--- src/rtl/pll_reconfig_ctrl.sv ---
`default_nettype none
// ============================================================================
// Module      : pll_reconfig_ctrl
// Description : PLL initialisation / dynamic-reconfiguration controller.
//               Holds the PLL in reset, programs N_CH divider registers over
//               the MD port, reads them back for verification, releases the
//               PLL and qualifies lock with a stability window, a timeout and
//               a bounded retry scheme. Re-programming on request.
//               Optional feature macro: PLL_RELOCK_EN (lock loss in LOCKED
//               re-enters RELEASE instead of FAIL).
// Revision    : 1.0 - initial release
// ============================================================================
module pll_reconfig_ctrl #(
    parameter int         CLK_PERIOD   = 20,
    parameter int         N_CH         = 2,
    parameter logic [7:0] BASE_ADDR    = 8'h10,
    parameter int         RST_CYCLES   = 16,
    parameter int         LOCK_STABLE  = 64,
    parameter int         LOCK_TIMEOUT = 65535,
    parameter int         MAX_RETRY    = 3
) (
    input  logic              mdclk,
    input  logic              rst_n,
    input  logic              req,
    input  logic [8*N_CH-1:0] ch_div,
    input  logic              pll_lock,
    input  logic [7:0]        md_rdata,
    output logic              pll_reset,
    output logic [1:0]        md_opc,
    output logic              md_ainc,
    output logic [7:0]        md_wdata,
    output logic              lock,
    output logic              busy,
    output logic              err
);

    // ------------------------------------------------------------------------
    // Elaboration-time parameter sanity checks
    // ------------------------------------------------------------------------
    if (CLK_PERIOD <= 0) begin : g_chk_clk_period
        $error("pll_reconfig_ctrl: CLK_PERIOD must be positive");
    end
    if (N_CH < 1 || N_CH > 4) begin : g_chk_n_ch
        $error("pll_reconfig_ctrl: N_CH must be in 1..4");
    end
    if (RST_CYCLES < 2) begin : g_chk_rst_cycles
        $error("pll_reconfig_ctrl: RST_CYCLES must be >= 2");
    end
    if (LOCK_TIMEOUT < LOCK_STABLE || LOCK_STABLE < 1) begin : g_chk_lock
        $error("pll_reconfig_ctrl: need 1 <= LOCK_STABLE <= LOCK_TIMEOUT");
    end

    // ------------------------------------------------------------------------
    // Constants
    // ------------------------------------------------------------------------
    localparam int CNT_MAX = (RST_CYCLES > N_CH + 1) ? RST_CYCLES : N_CH + 1;
    localparam int CNT_W   = $clog2(CNT_MAX + 1);
    localparam int STAB_W  = $clog2(LOCK_STABLE + 1);
    localparam int TMO_W   = $clog2(LOCK_TIMEOUT + 1);
    localparam int RTY_W   = $clog2(MAX_RETRY + 2);

    localparam logic [1:0] OPC_NOP  = 2'b00;
    localparam logic [1:0] OPC_WR   = 2'b01;
    localparam logic [1:0] OPC_RD   = 2'b10;
    localparam logic [1:0] OPC_ADDR = 2'b11;

    localparam logic [3:0] S_RST_HOLD  = 4'd0;
    localparam logic [3:0] S_ADDR      = 4'd1;
    localparam logic [3:0] S_WR        = 4'd2;
    localparam logic [3:0] S_RADDR     = 4'd3;
    localparam logic [3:0] S_RD        = 4'd4;
    localparam logic [3:0] S_RELEASE   = 4'd5;
    localparam logic [3:0] S_WAIT_LOCK = 4'd6;
    localparam logic [3:0] S_LOCKED    = 4'd7;
    localparam logic [3:0] S_FAIL      = 4'd8;

    // ------------------------------------------------------------------------
    // State and datapath flops
    // ------------------------------------------------------------------------
    logic [3:0]        state_q,     state_d;
    logic [CNT_W-1:0]  cnt_q,       cnt_d;
    logic [STAB_W-1:0] stab_q,      stab_d;
    logic [TMO_W-1:0]  tmo_q,       tmo_d;
    logic [RTY_W-1:0]  retry_q,     retry_d;
    logic              err_q,       err_d;
    logic              mism_q,      mism_d;
    logic [8*N_CH-1:0] shadow_q,    shadow_d;
    logic              pll_reset_q, pll_reset_d;
    logic [1:0]        md_opc_q,    md_opc_d;
    logic              md_ainc_q,   md_ainc_d;
    logic [7:0]        md_wdata_q,  md_wdata_d;
    logic              busy_q,      busy_d;
    logic              lock_q,      lock_d;

    logic              bump;
    logic [7:0]        rd_exp;

    // State register plus registered outputs; async reset aborts any MD access
    always_ff @(posedge mdclk or negedge rst_n) begin
        if (!rst_n) begin
            state_q     <= S_RST_HOLD;
            cnt_q       <= '0;
            stab_q      <= '0;
            tmo_q       <= '0;
            retry_q     <= '0;
            err_q       <= 1'b0;
            mism_q      <= 1'b0;
            shadow_q    <= '0;
            pll_reset_q <= 1'b1;
            md_opc_q    <= OPC_NOP;
            md_ainc_q   <= 1'b0;
            md_wdata_q  <= '0;
            busy_q      <= 1'b1;
            lock_q      <= 1'b0;
        end else begin
            state_q     <= state_d;
            cnt_q       <= cnt_d;
            stab_q      <= stab_d;
            tmo_q       <= tmo_d;
            retry_q     <= retry_d;
            err_q       <= err_d;
            mism_q      <= mism_d;
            shadow_q    <= shadow_d;
            pll_reset_q <= pll_reset_d;
            md_opc_q    <= md_opc_d;
            md_ainc_q   <= md_ainc_d;
            md_wdata_q  <= md_wdata_d;
            busy_q      <= busy_d;
            lock_q      <= lock_d;
        end
    end

    // Next-state logic: sequencing, readback verification, lock qualification
    always_comb begin
        state_d  = state_q;
        cnt_d    = cnt_q;
        stab_d   = stab_q;
        tmo_d    = tmo_q;
        retry_d  = retry_q;
        err_d    = err_q;
        mism_d   = mism_q;
        shadow_d = shadow_q;
        bump     = 1'b0;

        // Read data arriving in RD cycle k belongs to channel k-1
        rd_exp = '0;
        for (int i = 0; i < N_CH; i++) begin
            if (int'(cnt_q) == i + 1) begin
                rd_exp = shadow_q[8*i +: 8];
            end
        end

        case (state_q)
            S_RST_HOLD: begin
                if (cnt_q == '0) begin
                    shadow_d = ch_div;
                end
                if (cnt_q == CNT_W'(RST_CYCLES - 1)) begin
                    state_d = S_ADDR;
                    cnt_d   = '0;
                end else begin
                    cnt_d = cnt_q + CNT_W'(1);
                end
            end
            S_ADDR: begin
                state_d = S_WR;
                cnt_d   = '0;
            end
            S_WR: begin
                if (cnt_q == CNT_W'(N_CH - 1)) begin
                    state_d = S_RADDR;
                    cnt_d   = '0;
                end else begin
                    cnt_d = cnt_q + CNT_W'(1);
                end
            end
            S_RADDR: begin
                state_d = S_RD;
                cnt_d   = '0;
                mism_d  = 1'b0;
            end
            S_RD: begin
                if (cnt_q != '0 && md_rdata != rd_exp) begin
                    mism_d = 1'b1;
                end
                if (cnt_q == CNT_W'(N_CH)) begin
                    if (mism_d) begin
                        bump = 1'b1;
                    end else begin
                        state_d = S_RELEASE;
                    end
                end else begin
                    cnt_d = cnt_q + CNT_W'(1);
                end
            end
            S_RELEASE: begin
                state_d = S_WAIT_LOCK;
                stab_d  = '0;
                tmo_d   = '0;
            end
            S_WAIT_LOCK: begin
                // Glitches restart the stability window, never the timeout
                if (!pll_lock) begin
                    stab_d = '0;
                end else if (stab_q != STAB_W'(LOCK_STABLE)) begin
                    stab_d = stab_q + STAB_W'(1);
                end
                if (tmo_q != TMO_W'(LOCK_TIMEOUT)) begin
                    tmo_d = tmo_q + TMO_W'(1);
                end
                if (stab_d == STAB_W'(LOCK_STABLE)) begin
                    state_d = S_LOCKED;
                    retry_d = '0;
                end else if (tmo_d == TMO_W'(LOCK_TIMEOUT)) begin
                    bump = 1'b1;
                end
            end
            S_LOCKED: begin
                if (req) begin
                    state_d = S_RST_HOLD;
                    cnt_d   = '0;
                    retry_d = '0;
                    err_d   = 1'b0;
                end else if (!pll_lock) begin
`ifdef PLL_RELOCK_EN
                    state_d = S_RELEASE;
                    retry_d = '0;
`else
                    state_d = S_FAIL;
                    err_d   = 1'b1;
`endif
                end
            end
            S_FAIL: begin
                if (req) begin
                    state_d = S_RST_HOLD;
                    cnt_d   = '0;
                    retry_d = '0;
                    err_d   = 1'b0;
                end
            end
            default: begin
                state_d = S_RST_HOLD;
                cnt_d   = '0;
            end
        endcase

        // Failed pass: rerun the full sequence unless retries are exhausted
        if (bump) begin
            if (retry_q >= RTY_W'(MAX_RETRY)) begin
                state_d = S_FAIL;
                err_d   = 1'b1;
            end else begin
                state_d = S_RST_HOLD;
                cnt_d   = '0;
                retry_d = retry_q + RTY_W'(1);
            end
        end
    end

    // Output decode from the next state so registered outputs align with it
    always_comb begin
        pll_reset_d = 1'b1;
        md_opc_d    = OPC_NOP;
        md_ainc_d   = 1'b0;
        md_wdata_d  = '0;
        busy_d      = 1'b1;
        lock_d      = 1'b0;
        case (state_d)
            S_ADDR, S_RADDR: begin
                md_opc_d   = OPC_ADDR;
                md_wdata_d = BASE_ADDR;
            end
            S_WR: begin
                md_opc_d  = OPC_WR;
                md_ainc_d = 1'b1;
                for (int i = 0; i < N_CH; i++) begin
                    if (int'(cnt_d) == i) begin
                        md_wdata_d = shadow_d[8*i +: 8];
                    end
                end
            end
            S_RD: begin
                if (cnt_d < CNT_W'(N_CH)) begin
                    md_opc_d  = OPC_RD;
                    md_ainc_d = 1'b1;
                end
            end
            S_RELEASE, S_WAIT_LOCK: begin
                pll_reset_d = 1'b0;
            end
            S_LOCKED: begin
                pll_reset_d = 1'b0;
                busy_d      = 1'b0;
                lock_d      = 1'b1;
            end
            S_FAIL: begin
                busy_d = 1'b0;
            end
            default: begin
                pll_reset_d = 1'b1;
            end
        endcase
    end

    // Port drive; lock drops in the same cycle the raw lock falls
    assign pll_reset = pll_reset_q;
    assign md_opc    = md_opc_q;
    assign md_ainc   = md_ainc_q;
    assign md_wdata  = md_wdata_q;
    assign busy      = busy_q;
    assign err       = err_q;
    assign lock      = lock_q & pll_lock;

endmodule
`default_nettype wire

--- config.mk ---
export PLATFORM = sky130hd
export DESIGN_NAME = pll_reconfig_ctrl
export DESIGN_NICKNAME = d
export VERILOG_FILES = /design/src/rtl/pll_reconfig_ctrl.sv
export SDC_FILE = /design/constraint.sdc
export NUM_CORES = 1
export LEC_CHECK = 0
export ABC_AREA = 1
export BUFFER_PORTS_ARGS = -buffer_cell sky130_fd_sc_hd__buf_2
export CORE_MARGIN = 2
export CORE_UTILIZATION = 55
export CTS_BUF_LIST = sky130_fd_sc_hd__clkbuf_8
export CTS_CLUSTER_SIZE = 24
export DETAILED_ROUTE_END_ITERATION = 16
export PLACE_DENSITY_LB_ADDON = 0.08
export SLEW_MARGIN = 20
export SYNTH_ARGS = -nofsm -noshare
export SYNTH_HDL_FRONTEND = slang
export SYNTH_SLANG_ARGS = --single-unit
export TNS_END_PERCENT = 50
--- constraint.sdc ---
create_clock -name mdclk -period 2.5 [get_ports mdclk]
set_input_delay 0.625 -clock mdclk [delete_from_list [all_inputs] [get_ports mdclk]]
set_output_delay 0.625 -clock mdclk [all_outputs]
set_load 0.05 [all_outputs]
# Yosys cells after proc, flatten, opt, wreduce, memory -nomap -nowiden
# Index checks and enable logic that the tools add are counted.
[word_totals]
inputBits = 28
word_cells = 118
out_inout_bits = 15
register_bits = 67
[classes]
n_addsub = 4
eq_ne = 27
order_cmp = 2
muxes = 58
n_reduce_logical = 12
bitwise = 1
[op_table]
columns = ["cell", "count"]
rows = [
  ["16-bit 2-to-1 mux", 4],
  ["4-bit 2-to-1 mux", 10],
  ["4-bit one-hot mux with 9 select lines", 1],
  ["4-bit by 3-bit equality test with 1-bit output (second input constant)", 8],
  ["8-bit 2-to-1 mux", 4],
  ["16-bit one-hot mux with 2 select lines", 1],
  ["5-bit 2-to-1 mux", 6],
  ["5-bit one-hot mux with 5 select lines", 1],
  ["7-bit 2-to-1 mux", 3],
  ["16-bit by 1-bit adder with 16-bit output (second input constant)", 1],
  ["16-bit equality test (second input constant)", 1],
  ["4-bit by 2-bit equality test with 1-bit output (second input constant)", 4],
  ["16-bit != test (second input constant)", 1],
  ["8-bit one-hot mux with 2 select lines", 1],
  ["5-bit by 2-bit equality test with 1-bit output (second input constant)", 3],
  ["1-bit 2-to-1 mux", 15],
  ["7-bit one-hot mux with 2 select lines", 1],
  ["3-bit 2-to-1 mux", 4],
  ["5-bit zero test", 2],
  ["4-bit by 1-bit equality test with 1-bit output (second input constant)", 2],
  ["4-bit equality test (second input constant)", 2],
  ["8-bit != test", 1],
  ["1-bit one-hot mux with 2 select lines", 4],
  ["2-bit OR reduction", 4],
  ["other kinds (19)", 20],
]

# Depth between registers and ports, before layout
# Gate-level depths: netlist of run 1.
[logic_depth]
word_depth = 15
ltp_mapped = 25
depth_no_buf = 25

# Worst setup path before layout of run 1
# No wires, ideal clock.
[synth_timing]
path_kind = "reg2reg"
start = "register tmo_q[1]"
end = "register md_wdata_q[3], in the netlist md_wdata[3]"
n_path_buf = 2
arrival_time_ns = 2.328
period_less_slack_ns = 2.407
setup_slack_ns = 0.093
path_stages_with_launch = 20
setup_ns = 0.079
required_ns = 2.421
path_cell_list = "dfrtp_1 ha_1 nand2_1 nor2_4 nand4_2 nor2_4 inv_2 buf_6 nand2_1 nand2_1 nor2_2 nand2_1 nor2_1 nand2_1 nand2_2 nand2_4 o211ai_4 buf_6 nand4_1 a21oi_1"
[synth_between]
elab_chain_len = 12
word_cells_on_any_way = 19
classes_between = "add/sub (1); eq/ne (6); mux (10); reduce/logical (2)"
[synth_rtl]
columns = ["item", "line", "text"]
rows = [
  ["start, declared", "83", "logic [TMO_W-1:0] tmo_q, tmo_d;"],
  ["start signal, assigned", "119", "tmo_q <= tmo_d;"],
  ["16-bit by 1-bit adder with 16-bit output / 16-bit != test (equally long branches)", "209, 208", ""],
  ["16-bit 2-to-1 mux (*)", "208", "if (tmo_q != TMO_W'(LOCK_TIMEOUT)) begin"],
  ["16-bit 2-to-1 mux (*)", "153", "case (state_q)"],
  ["16-bit equality test (*)", "214", "end else if (tmo_d == TMO_W'(LOCK_TIMEOUT)) begin"],
  ["1-bit 2-to-1 mux (*)", "214", ""],
  ["1-bit 2-to-1 mux (*)", "211", "if (stab_d == STAB_W'(LOCK_STABLE)) begin"],
  ["1-bit one-hot mux with 2 select lines (*)", "153", ""],
  ["5-bit 2-to-1 mux", "249", "if (bump) begin"],
  ["5-bit zero test", "278", "if (int'(cnt_d) == i) begin"],
  ["8-bit 2-to-1 mux (2 in series)", "278", ""],
  ["8-bit one-hot mux with 2 select lines (*)", "269", "case (state_d)"],
  ["via md_wdata_d[3]", "91", "logic [7:0] md_wdata_q, md_wdata_d;"],
  ["end signal, assigned", "127", "md_wdata_q <= md_wdata_d;"],
  ["end, declared", "91", ""],
]
# The timed path passes the listed nets; every way through them passes the cells marked *. The select of a mux whose other input is x is not followed.
# A chain may end at the register's enable or synchronous reset.

# Final worst setup path of run 1
[layout_timing]
start = "register cnt_q[0]"
end = "register md_wdata_q[2], in the netlist md_wdata[2]"
[layout_between]
elab_chain_len = 15
word_cells_on_any_way = 41
classes_between = "add/sub (1); eq/ne (10); mux (25); reduce/logical (5)"
[layout_rtl]
columns = ["item", "line", "text"]
rows = [
  ["start, declared", "81", "logic [CNT_W-1:0] cnt_q, cnt_d;"],
  ["start signal, assigned", "117", "cnt_q <= cnt_d;"],
  ["5-bit by 2-bit equality test with 1-bit output", "148", "if (int'(cnt_q) == i + 1) begin"],
  ["8-bit 2-to-1 mux (2 in series)", "148", ""],
  ["8-bit != test", "183", "if (cnt_q != '0 && md_rdata != rd_exp) begin"],
  ["1-bit logical AND", "183", ""],
  ["1-bit 2-to-1 mux", "183", ""],
  ["1-bit 2-to-1 mux", "153", ""],
  ["1-bit 2-to-1 mux", "187", "if (mism_d) begin"],
  ["1-bit 2-to-1 mux", "186", "if (cnt_q == CNT_W'(N_CH)) begin"],
  ["1-bit one-hot mux with 2 select lines", "153", ""],
  ["5-bit 2-to-1 mux", "249", ""],
  ["5-bit zero test", "278", ""],
  ["8-bit 2-to-1 mux (2 in series)", "278", ""],
  ["8-bit one-hot mux with 2 select lines (*)", "269", ""],
  ["via md_wdata_d[2]", "91", ""],
]
# Marked as above.

==> results.md, run 1 <==
| Quantity | This run | Unit |
| --- | --- | --- |
| Vias in the first global route | 3988 | - |
| Residual DRC | 0 | - |
| Clock Skew | 0.0194 | ns |
| Cell chosen for the clock root | clkbuf_8 | - |
| Nets@finish | 705 | - |
| Yosys warnings | 0 | - |
| DR WL/cell | 15.5 | µm |
| Data required time at the worst endpoint | 2.78 | ns |
| Net Count, Synth | 578 | - |
| Register-to-Register Setup Slack | -0.18 | ns |
| CTS clk-pin slew, worst paths | 0.09 | ns |
| Global-route wire length before repair | 18.4 | mm |
| Sort of element at the start of the critical path | flop | - |
| Core box area | 7210 | µm² |
| Post-synthesis cell count | 539 | - |
| Height of the die | 89.9 | µm |
| Max clock buf depth | 2 | - |
| Half-perimeter wire length after placement | 7.90 | mm |
| IO Port Bufs | 42 | - |
| TritonCTS clock tree | done | - |
| Diode insertion count for antenna repair | 0 | - |
| Top Usage Layer GRT | met2 | - |
| Area contributors post-synth | dfrtp_1 40%, nand2_1 13%, inv_1 6.4% | - |
| Non-Filler Cell Area, Final | 5600 | µm² |
| Setup slack of the critical path after layout | -0.185 | ns |
| Routability cong. | 0.972 | - |
| Final setup violating endpoints | 14 | - |
| Maximum level of the CTS H-tree | 3 | - |
| Post-route clock period utilization | 107 | % |
| Cell area reported after detailed placement | 4770 | µm² |
| RSZ-0062 raised after global routing | yes | - |
| Post-Syn Area per Cell | 7.53 | µm² |
| Chip Width | 89.9 | µm |
| Initial drt markers | 198 | - |
| Total CTS buffers | 9 | - |
| End-of-flow core utilization | 77.6 | % |
| Final hold viol count | 0 | - |
| Final Routed Wirelength | 11.9 | mm |
| Worst slack at placement | -0.259 | ns |
| Full die area | 8080 | µm² |
| Number of synthesized register bits | 67 | - |
| Number of cell rows | 31 | - |
| Sequential area share after synthesis | 41.4 | % |
| Fraction of met3 tracks used by global routing | 5.70 | % |
| Result of the run | finished, violations left | - |
| Number of antenna violations at the first check in global routing | 0 | - |
| Area grow syn2layout | 38.0 | % |
| Max-capacitance violation count | 0 | - |
| Yosys top cell by area | dfrtp_1 | - |
| Arrival time of data at the critical path endpoint | 2.97 | ns |
| Violations in the final reports | negative setup slack | - |
| Crit path kind | flop to flop | - |
| F_max | 372 | MHz |
| Met1 track demand over resource in global routing | 34.5 | % |
| First-pass iteration count of the detailed router | 5 | - |
| Global router's overall resource usage | 28.2 | % |
| Clock Sink Count | 67 | - |
| Pin count of the biggest net entering global routing | 36 | - |
| Leftover overflow at the end of global routing | 0 | - |
| Total via count after detailed routing | 4181 | - |
| Post-layout minimum cycle time | 2.68 | ns |
| Final Hold Slack | 0.297 | ns |
| Rel. slew slack | 62.6 | % |
| Proportion of layout cells with a drive suffix above 1 | 37.9 | % |
| Worst min-delay path category | input port to async pin | - |
| Met2 Usage GRT | 49.1 | % |
| Transition at the pin with the smallest max-transition slack | 0.556 | ns |
| Nature of the critical path endpoint | flop | - |
| Remaining antenna violation count | 0 | - |
| Pleak | 2.69 | nW |
| Vias/cell | 5.43 | - |
| Total power draw | 0.00673 | W |
| Top-level port count | 43 | - |
| Max-slew violations | 0 | - |
| Post-synthesis instance area | 4060 | µm² |
| Area share of the leading cell type in the synthesized netlist | 40.1 | % |
| Worst vdd rail ir drop | 963 | µV |
| Power per cell area | 1200 | nW/µm² |
| Highest fanout seen on the critical path | 8 | - |
| Initial core utilization | 56.2 | % |
| Yosys cell types | 36 | - |
| Clock latency on the worst-skew pair | 0.36 | ns |
-- synth_stat cells, drive strengths merged --
master	n
a21oi	13
a22oi	2
buf	4
clkbuf	4
clkinv	2
dfrtp	65
dfstp	2
ha	11
inv	76
mux2	16
nand2	143
nand3	45
nand3b	7
nand4	16
nor2	56
nor3	13
nor4	2
o2111ai	1
o211ai	2
o21a	1
o21ai	40
o22ai	8
o41ai	1
or2	1
xor2	8
-- repair_timing --
item                                   CTS  global route
buffers inserted                        11            14
endpoints found under the hold margin    0             0
gates resized for setup                 41            80
pin swaps                               19            45
setup endpoints to repair               13            24
hold buffers                             0             0
gates cloned                             0             2
-- metal layers --
layer / up-vias / share of wire, %
li1: 2017 / -
met3: 35 / 5.3
met2: 147 / 52
met4: 0 / 2.7
met5: - / 0
met1: 1982 / 40
-- report_power, final --
group          switching (W)  internal, W
combinational        0.00244      0.00175
sequential          0.000266      0.00143
clock               0.000474     0.000365
-- cells in the final DEF, fill, tap and decap left out, types with 5 or more instances in the layout --
cell type,instances
dfrtp_1,64
nor2_2,8
nor2_4,6
mux2_2,16
buf_2,42
o21ai_2,5
ha_1,6
buf_4,74
nand3_2,13
o22ai_1,8
o21ai_0,26
nand2_1,125
nor3_1,7
xor2_1,8
clkbuf_8,9
a21oi_1,8
nand3b_1,7
nand3_1,26
nand2_2,16
nor3_2,6
nand4_1,15
o21ai_1,8
inv_1,62
inv_2,10
nand3_4,6
nor2_1,42
-- kinds of logic after synthesis --
group           synth area share, %
compound gates                 9.56
fa+ha+maj                      3.39
flops                          41.4
xor+xnor                       1.73
simple gates                   31.1
buf+inv                        8.39
mux                            4.44
-- final timing paths --
path                            depth (start not counted)  startpoint          end
min in group mdclk                                      2         err          err
worst max register to register                         17    cnt_q[0]  md_wdata[2]
worst min register to register                          2         err          err
max in group asynchronous                               2       rst_n         busy
worst max-delay path                                   17    cnt_q[0]  md_wdata[2]
worst min-delay path                                    2       rst_n     tmo_q[7]
-- registers in the layout (all words and copies together) (netlist names) --
| register | cells |
|---|---|
| shadow_q | 16 |
| md_opc | 2 |
| busy | 1 |
| stab_q | 7 |
| pll_reset | 1 |
| cnt_q | 5 |
| lock_q | 1 |
| retry_q | 3 |
| md_ainc | 1 |
| md_wdata | 8 |
| mism_q | 1 |
| err | 1 |
| tmo_q | 16 |
| state_q | 4 |
-- area by class of cell --
class	instances	area [µm²]
repair inverters	2	15.0
fillers	517	1610
multi-input cells	386	2420
repair buffers	122	863
clock inverters	7	52.6
flip-flops and latches	67	1680
inverters	78	317
well taps	99	124
clock buffers	9	124
-- critical path, stage by stage, from the launching register on --
cell and delay [ns]:
dfrtp_1 0.41, inv_2 0.09, ha_4 0.14, inv_4 0.03, nor2_4 0.08, nand2_4 0.13
buf_6 0.15, buf_4 0.12, nor2_1 0.24, nor2_1 0.09, inv_1 0.13, nor2_1 0.12
nor3_2 0.26, nand3_4 0.12, nor2_4 0.14, buf_12 0.14, nand3_2 0.07, a21oi_1 0.17
-- per-stage QoR --
stage / TNS, ns / std cells
floorplan: 0 / 539
global placement: -1.86 / 727
detailed placement: -2.48 / 727
CTS: -0.244 / 754
global route: -4.18 / 770
finish: -1.68 / 770
Power figures use the tool's default switching activity.
==> inputs of run 2 (changes only) <==
--- a/config.mk
+++ b/config.mk
@@ -12,7 +12,9 @@
 export CTS_BUF_LIST = sky130_fd_sc_hd__clkbuf_8
 export CTS_CLUSTER_SIZE = 24
 export DETAILED_ROUTE_END_ITERATION = 16
+export HOLD_SLACK_MARGIN = 0.1
 export PLACE_DENSITY_LB_ADDON = 0.08
+export REMOVE_ABC_BUFFERS = 1
 export SLEW_MARGIN = 20
 export SYNTH_ARGS = -nofsm -noshare
 export SYNTH_HDL_FRONTEND = slang
==> run 2 against run 1 <==
Compared with the run above: critical endpoint is now md_wdata[1]; worst setup slack got worse by 0.041 ns; routed wire length fell by 5.5%; the flow still finishes with violations (negative setup slack); cell area fell by 4.5%.
==> results.md, run 2 (synthesis results as in run 1) <==
| Quantity | This run | Unit |
| --- | --- | --- |
| Core box area | 7210 | µm² |
| Setup slack of the critical path after layout | -0.226 | ns |
| Sort of element at the start of the critical path | flop | - |
| DR WL/cell | 14.9 | µm |
| Post-layout minimum cycle time | 2.73 | ns |
| Chip Width | 89.9 | µm |
| Clock latency on the worst-skew pair | 0.35 | ns |
| Transition at the pin with the smallest max-transition slack | 0.667 | ns |
| Final hold viol count | 0 | - |
| Final Routed Wirelength | 11.3 | mm |
| Max-slew violations | 0 | - |
| Rel. slew slack | 55.2 | % |
| Flip-flop and latch area | 1680 | µm² |
| Crit path largest cell delay | 0.36 | ns |
| Clock Sink Count | 67 | - |
| Maximum level of the CTS H-tree | 3 | - |
| Residual DRC | 0 | - |
| Startpoint of the worst register-to-register path | tmo_q[0] | - |
| Depth of the critical timing path with buffers and inverters included | 19 | - |
| Number of cell rows | 31 | - |
| Total CTS buffers | 9 | - |
| Vias/cell | 5.45 | - |
| Commonest non-fill, non-tap cells in the layout | 130 x nand2_1, 66 x buf_4, 65 x inv_1, 65 x dfrtp_1, 45 x nor2_1 | - |
| Cell family with most CP delay | simple AND/OR/NAND/NOR gates | - |
| CTS clk-pin slew, worst paths | 0.08 | ns |
| Pleak | 2.62 | nW |
| Global-route wire length before repair | 18.3 | mm |
| Reg-to-Reg End | md_wdata[1] | - |
| Diode insertion count for antenna repair | 0 | - |
| Violations in the final reports | negative setup slack | - |
| Routability cong. | 0.929 | - |
| Met1 track demand over resource in global routing | 34.9 | % |
| Result of the run | finished, violations left | - |
| Power per cell area | 1190 | nW/µm² |
| Launching instance or port of the critical path | tmo_q[0] | - |
| First-pass iteration count of the detailed router | 5 | - |
| Crit path kind | flop to flop | - |
| Register-to-Register Setup Slack | -0.23 | ns |
| Fill cell instance count of the final layout | 573 | - |
| Initial drt markers | 248 | - |
| Full die area | 8080 | µm² |
| Top Usage Layer GRT | met2 | - |
| Data required time at the worst endpoint | 2.77 | ns |
| Most Frequent Cell on Critical Path | nand2_1 | - |
| Arrival time of data at the critical path endpoint | 3.00 | ns |
| Cell chosen for the clock root | clkbuf_8 | - |
| Final setup violating endpoints | 17 | - |
| Multi-input combinational cell area | 2250 | µm² |
| Max-capacitance violation count | 0 | - |
| Clock Skew | 0.00806 | ns |
| Nature of the critical path endpoint | flop | - |
| Initial core utilization | 56.2 | % |
| Number of buffers and inverters on the critical path | 3 | - |
| Post-route clock period utilization | 109 | % |
| Highest fanout seen on the critical path | 14 | - |
| IO Port Bufs | 42 | - |
| Top-level port count | 43 | - |
| Worst min-delay path category | input port to async pin | - |
| Nets@finish | 695 | - |
| RSZ-0062 raised after global routing | yes | - |
| Met2 Usage GRT | 49.8 | % |
| Most common cell after layout, fill and taps aside | nand2_1 | - |
| Leftover overflow at the end of global routing | 0 | - |
| Pin count of the biggest net entering global routing | 45 | - |
| F_max | 367 | MHz |
| TritonCTS clock tree | done | - |
| Global router's overall resource usage | 28.1 | % |
| Non-Filler Cell Area, Final | 5350 | µm² |
| Number of antenna violations at the first check in global routing | 0 | - |
| Slowest cell on the critical path | dfrtp_1 | - |
| Vias in the first global route | 3998 | - |
| Height of the die | 89.9 | µm |
| Fraction of met3 tracks used by global routing | 3.86 | % |
| Max clock buf depth | 2 | - |
| Half-perimeter wire length after placement | 7.80 | mm |
| FF-to-FF path depth | 19 | - |
| Area grow syn2layout | 31.8 | % |
| Proportion of layout cells with a drive suffix above 1 | 31.5 | % |
| Final Hold Slack | 0.268 | ns |
| Cell area reported after detailed placement | 4800 | µm² |
| Endpoint of the worst setup timing path | md_wdata[1] | - |
| Total via count after detailed routing | 4140 | - |
| Cells along the critical path | ha_2, nand2_2, nor2_4, nand4_4, nor2_4, inv_4, nand2_1, nand2_1, nor2_2, nand2_1, nor2_1, nand2_1, nand2_2, nand2_4, buf_4, nand3_4, buf_6, nand4_1, a21oi_1 | - |
| Remaining antenna violation count | 0 | - |
| Worst vdd rail ir drop | 842 | µV |
==> run 2: how the worst min path moves through the flow <==
| stage | from | to | slack (ns) |
|---|---|---|---|
| floorplan | rst_n | cnt_q[0] | 0.33 |
| global placement | retry_q[2] | retry_q[2] | 0.49 |
| detailed placement | retry_q[2] | retry_q[2] | 0.52 |
| CTS | rst_n | stab_q[5] | 0.28 |
| global route | rst_n | stab_q[6] | 0.33 |
| finish | rst_n | stab_q[5] | 0.27 |
==> run 2: what timing repair did <==
action                     in CTS  in global routing
pin swaps                       6                 13
buffers inserted                5                  7
hold buffers                    0                  0
gates cloned                    1                  0
setup endpoints to repair      12                 24
resized for setup              31                 34
==> run 2: layout make-up <==
cell class,count,share of cell area [%]
clock inverter,7,1.75
clock buffer,9,2.32
timing repair buffer,113,14.6
inverter,78,5.57
multi-input combinational,387,42.1
tap,99,2.32
sequential,67,31.4
==> run 2: power by group <==
part / internal [W] / leakage, nW / switching (W)
logic: 0.00146 / 1.64 / 0.00224
clock network: 0.000559 / 0.111 / 0.000442
registers: 0.00143 / 0.870 / 0.000238
total: 0.00346 / 2.62 / 0.00293
==> run 2: metrics by stage <==
stage | cells | total power [W] | setup WS (ns) | setup TNS, ns | util, %
2_1_floorplan | 531 | 0.00361 | -0.0662 | -0.372 | -
3_3_place_gp | 731 | 0.00466 | -0.172 | -1.50 | 66.5
3_5_place_dp | 731 | 0.00474 | -0.264 | -2.53 | 66.5
4_1_cts | 753 | 0.00608 | -0.0914 | -0.776 | 71.8
5_1_grt | 760 | 0.00678 | -0.435 | -6.10 | 74.1
6_report | 760 | 0.00638 | -0.226 | -1.99 | 74.1
==> run 2: worst reg2reg max path: cells and delay by family, from the launching register on <==
| family | cells | cell delay (ns) |
|---|---|---|
| and+or+nand+nor | 14 | 1.52 |
| buffers and inverters | 3 | 0.41 |
| DFF | 1 | 0.36 |
| AOI/OAI and AO/OA | 1 | 0.20 |
| adders and majority gates | 1 | 0.19 |
==> run 2: per-layer routing <==
metal | share of wire [%] | wire (µm)
met5 | 0 | 0
met4 | 2.1 | 234
met3 | 5.9 | 667
met2 | 51 | 5810
met1 | 41 | 4580
==> inputs of run 3 (changes only) <==
--- a/config.mk
+++ b/config.mk
@@ -13,6 +13,7 @@
 export CTS_CLUSTER_SIZE = 24
 export DETAILED_ROUTE_END_ITERATION = 16
 export HOLD_SLACK_MARGIN = 0.1
+export MAX_ROUTING_LAYER = met4
 export PLACE_DENSITY_LB_ADDON = 0.08
 export REMOVE_ABC_BUFFERS = 1
 export SLEW_MARGIN = 20
==> run 3 against run 2 <==
Compared with the run above: the run still ends with negative setup slack left; via count fell by 0.92%; utilization did not move; cell area did not move; sequential power barely moved; combinational power barely moved; first-iteration DRC count rose by 2.8%; critical path depth rose by 5; register-to-register slack barely moved; power barely moved; sequential share of layout area did not move; flip-flop and latch count did not move; cell count did not move; largest cell class unchanged.
==> results.md, run 3 (synthesis results as in run 1) <==
| Quantity | This run | Unit |
| --- | --- | --- |
| Result of the run | finished, violations left | - |
| Violations in the final reports | negative setup slack | - |
| Fill cell instance count of the final layout | 573 | - |
| RSZ-0062 raised after global routing | yes | - |
| Highest fanout seen on the critical path | 8 | - |
| Half-perimeter wire length after placement | 7.80 | mm |
| Residual DRC | 0 | - |
| Final Hold Slack | 0.261 | ns |
| Chip Width | 89.9 | µm |
| Initial core utilization | 56.2 | % |
| Sum Neg Setup Slack | -2.04 | ns |
| Worst min-delay path category | input port to async pin | - |
| First-pass iteration count of the detailed router | 6 | - |
| Pleak | 2.62 | nW |
| CTS clk-pin slew, worst paths | 0.08 | ns |
| Vias in the first global route | 3998 | - |
| Cell area reported after detailed placement | 4800 | µm² |
| Number of antenna violations at the first check in global routing | 0 | - |
| Global router's overall resource usage | 28.9 | % |
| Max-slew violations | 0 | - |
| Pin count of the biggest net entering global routing | 45 | - |
| Clock latency on the worst-skew pair | 0.36 | ns |
| Full die area | 8080 | µm² |
| Cell chosen for the clock root | clkbuf_8 | - |
| Post-layout minimum cycle time | 2.73 | ns |
| Slowest cell on the critical path | dfrtp_1 | - |
| Final Routed Wirelength | 11.3 | mm |
| Most Frequent Cell on Critical Path | nand2_2 | - |
| Rel. slew slack | 55.6 | % |
| Top-level port count | 43 | - |
| Nets@finish | 695 | - |
| IO Port Bufs | 42 | - |
| Post-route clock period utilization | 109 | % |
| TritonCTS clock tree | done | - |
| Crit path largest cell delay | 0.41 | ns |
| Nature of the critical path endpoint | flop | - |
| Total via count after detailed routing | 4102 | - |
| Worst vdd rail ir drop | 844 | µV |
| Proportion of layout cells with a drive suffix above 1 | 31.5 | % |
| Cells along the critical path | inv_2, ha_4, inv_2, nor2_2, nand2_2, buf_6, buf_6, nand2_2, o21ai_1, nand2_1, nand2_1, inv_1, nand2_1, nor2_1, nand2_1, nand2_2, nand2_2, nand2_2, nand2_2, nand2_4, nand3_4, nor2_4, nand3_1, a21oi_2 | - |
| Leftover overflow at the end of global routing | 0 | - |
| Transition at the pin with the smallest max-transition slack | 0.661 | ns |
| Clock Skew | 0.00730 | ns |
| Remaining antenna violation count | 0 | - |
| Commonest non-fill, non-tap cells in the layout | 130 x nand2_1, 66 x buf_4, 65 x inv_1, 65 x dfrtp_1, 45 x nor2_1 | - |
| Initial drt markers | 255 | - |
| Arrival time of data at the critical path endpoint | 3.01 | ns |
| Number of buffers and inverters on the critical path | 5 | - |
| Max clock buf depth | 2 | - |
| Routability cong. | 0.946 | - |
| Diode insertion count for antenna repair | 0 | - |
| Core box area | 7210 | µm² |
| DR WL/cell | 14.8 | µm |
| Final hold viol count | 0 | - |
| F_max | 367 | MHz |
| Setup slack of the critical path after layout | -0.225 | ns |
| Max-capacitance violation count | 0 | - |
| Worst slack at placement | -0.264 | ns |
| Height of the die | 89.9 | µm |
| Cell family with most CP delay | simple AND/OR/NAND/NOR gates | - |
| Maximum level of the CTS H-tree | 3 | - |
| Power per cell area | 1190 | nW/µm² |
| Non-Filler Cell Area, Final | 5350 | µm² |
| Area grow syn2layout | 31.8 | % |
| Clock Sink Count | 67 | - |
| Vias/cell | 5.40 | - |
| Data required time at the worst endpoint | 2.78 | ns |
| Global-route wire length before repair | 18.3 | mm |
| Crit path kind | flop to flop | - |
| Sort of element at the start of the critical path | flop | - |
| Total CTS buffers | 9 | - |
| Number of cell rows | 31 | - |
| Most common cell after layout, fill and taps aside | nand2_1 | - |
| Final setup violating endpoints | 17 | - |
run 3: power breakdown:
part,total (W),switching [W],leakage (nW),internal (W)
sequential,0.00167,0.000237,0.870,0.00143
clock,0.00101,0.000447,0.111,0.000559
combinational,0.00370,0.00224,1.64,0.00146
run 3: worst paths after layout:
kind / slack [ns] / start / to / depth (start not counted)
worst min-delay path: 0.26 / rst_n / stab_q[5] / 1
max in group asynchronous: 1.60 / rst_n / shadow_q[1] / 2
worst max register to register: -0.23 / cnt_q[0] / md_wdata[6] / 24
worst max-delay path: -0.23 / cnt_q[0] / md_wdata[6] / 24
worst min register to register: 0.51 / retry_q[0] / retry_q[0] / 1
min in group mdclk: 0.51 / retry_q[0] / retry_q[0] / 1
run 3: metal layers:
layer / vias up / track usage (%) / wire length [µm]
li1: 1997 / - / -
met1: 1932 / 34.9 / 4600
met3: 30 / 4.69 / 570
met4: 0 / 9.49 / 261
met2: 143 / 50.0 / 5850
met5: - / - / 0
run 3: layout make-up:
cell class | count | area (µm²) | share of cell area (%)
timing repair buffer | 113 | 779 | 14.6
inverter | 78 | 298 | 5.57
clock inverter | 7 | 93.8 | 1.75
clock buffer | 9 | 124 | 2.32
tap | 99 | 124 | 2.32
multi-input combinational | 387 | 2250 | 42.1
sequential | 67 | 1680 | 31.4
run 3: through the flow:
| stage | util (%) | total power (W) | cells |
|---|---|---|---|
| final | 74.1 | 0.00638 | 760 |
| after global routing | 74.1 | 0.00679 | 760 |
| after CTS | 71.8 | 0.00608 | 753 |
| after detailed placement | 66.5 | 0.00474 | 731 |
| after global placement | 66.5 | 0.00466 | 731 |
| after floorplan | - | 0.00361 | 531 |
run 3: worst register-to-register path, stage by stage (launching register included):
cell and delay (ns):
dfrtp_1 0.41, inv_2 0.08, ha_4 0.12, inv_2 0.03
nor2_2 0.09, nand2_2 0.09, buf_6 0.15, buf_6 0.13
nand2_2 0.05, o21ai_1 0.05, nand2_1 0.06, nand2_1 0.05
inv_1 0.05, nand2_1 0.05, nor2_1 0.08, nand2_1 0.07
nand2_2 0.08, nand2_2 0.07, nand2_2 0.07, nand2_2 0.07
nand2_4 0.11, nand3_4 0.09, nor2_4 0.24, nand3_1 0.13
a21oi_2 0.19
run 3: what timing repair did:
| item | 4_1_cts | 5_1_grt |
|---|---|---|
| cloned | 1 | 0 |
| gates resized for setup | 31 | 34 |
| hold buffers | 0 | 0 |
| setup endpoints to repair | 12 | 24 |
| setup buffers | 5 | 7 |
| pin swaps | 6 | 13 |
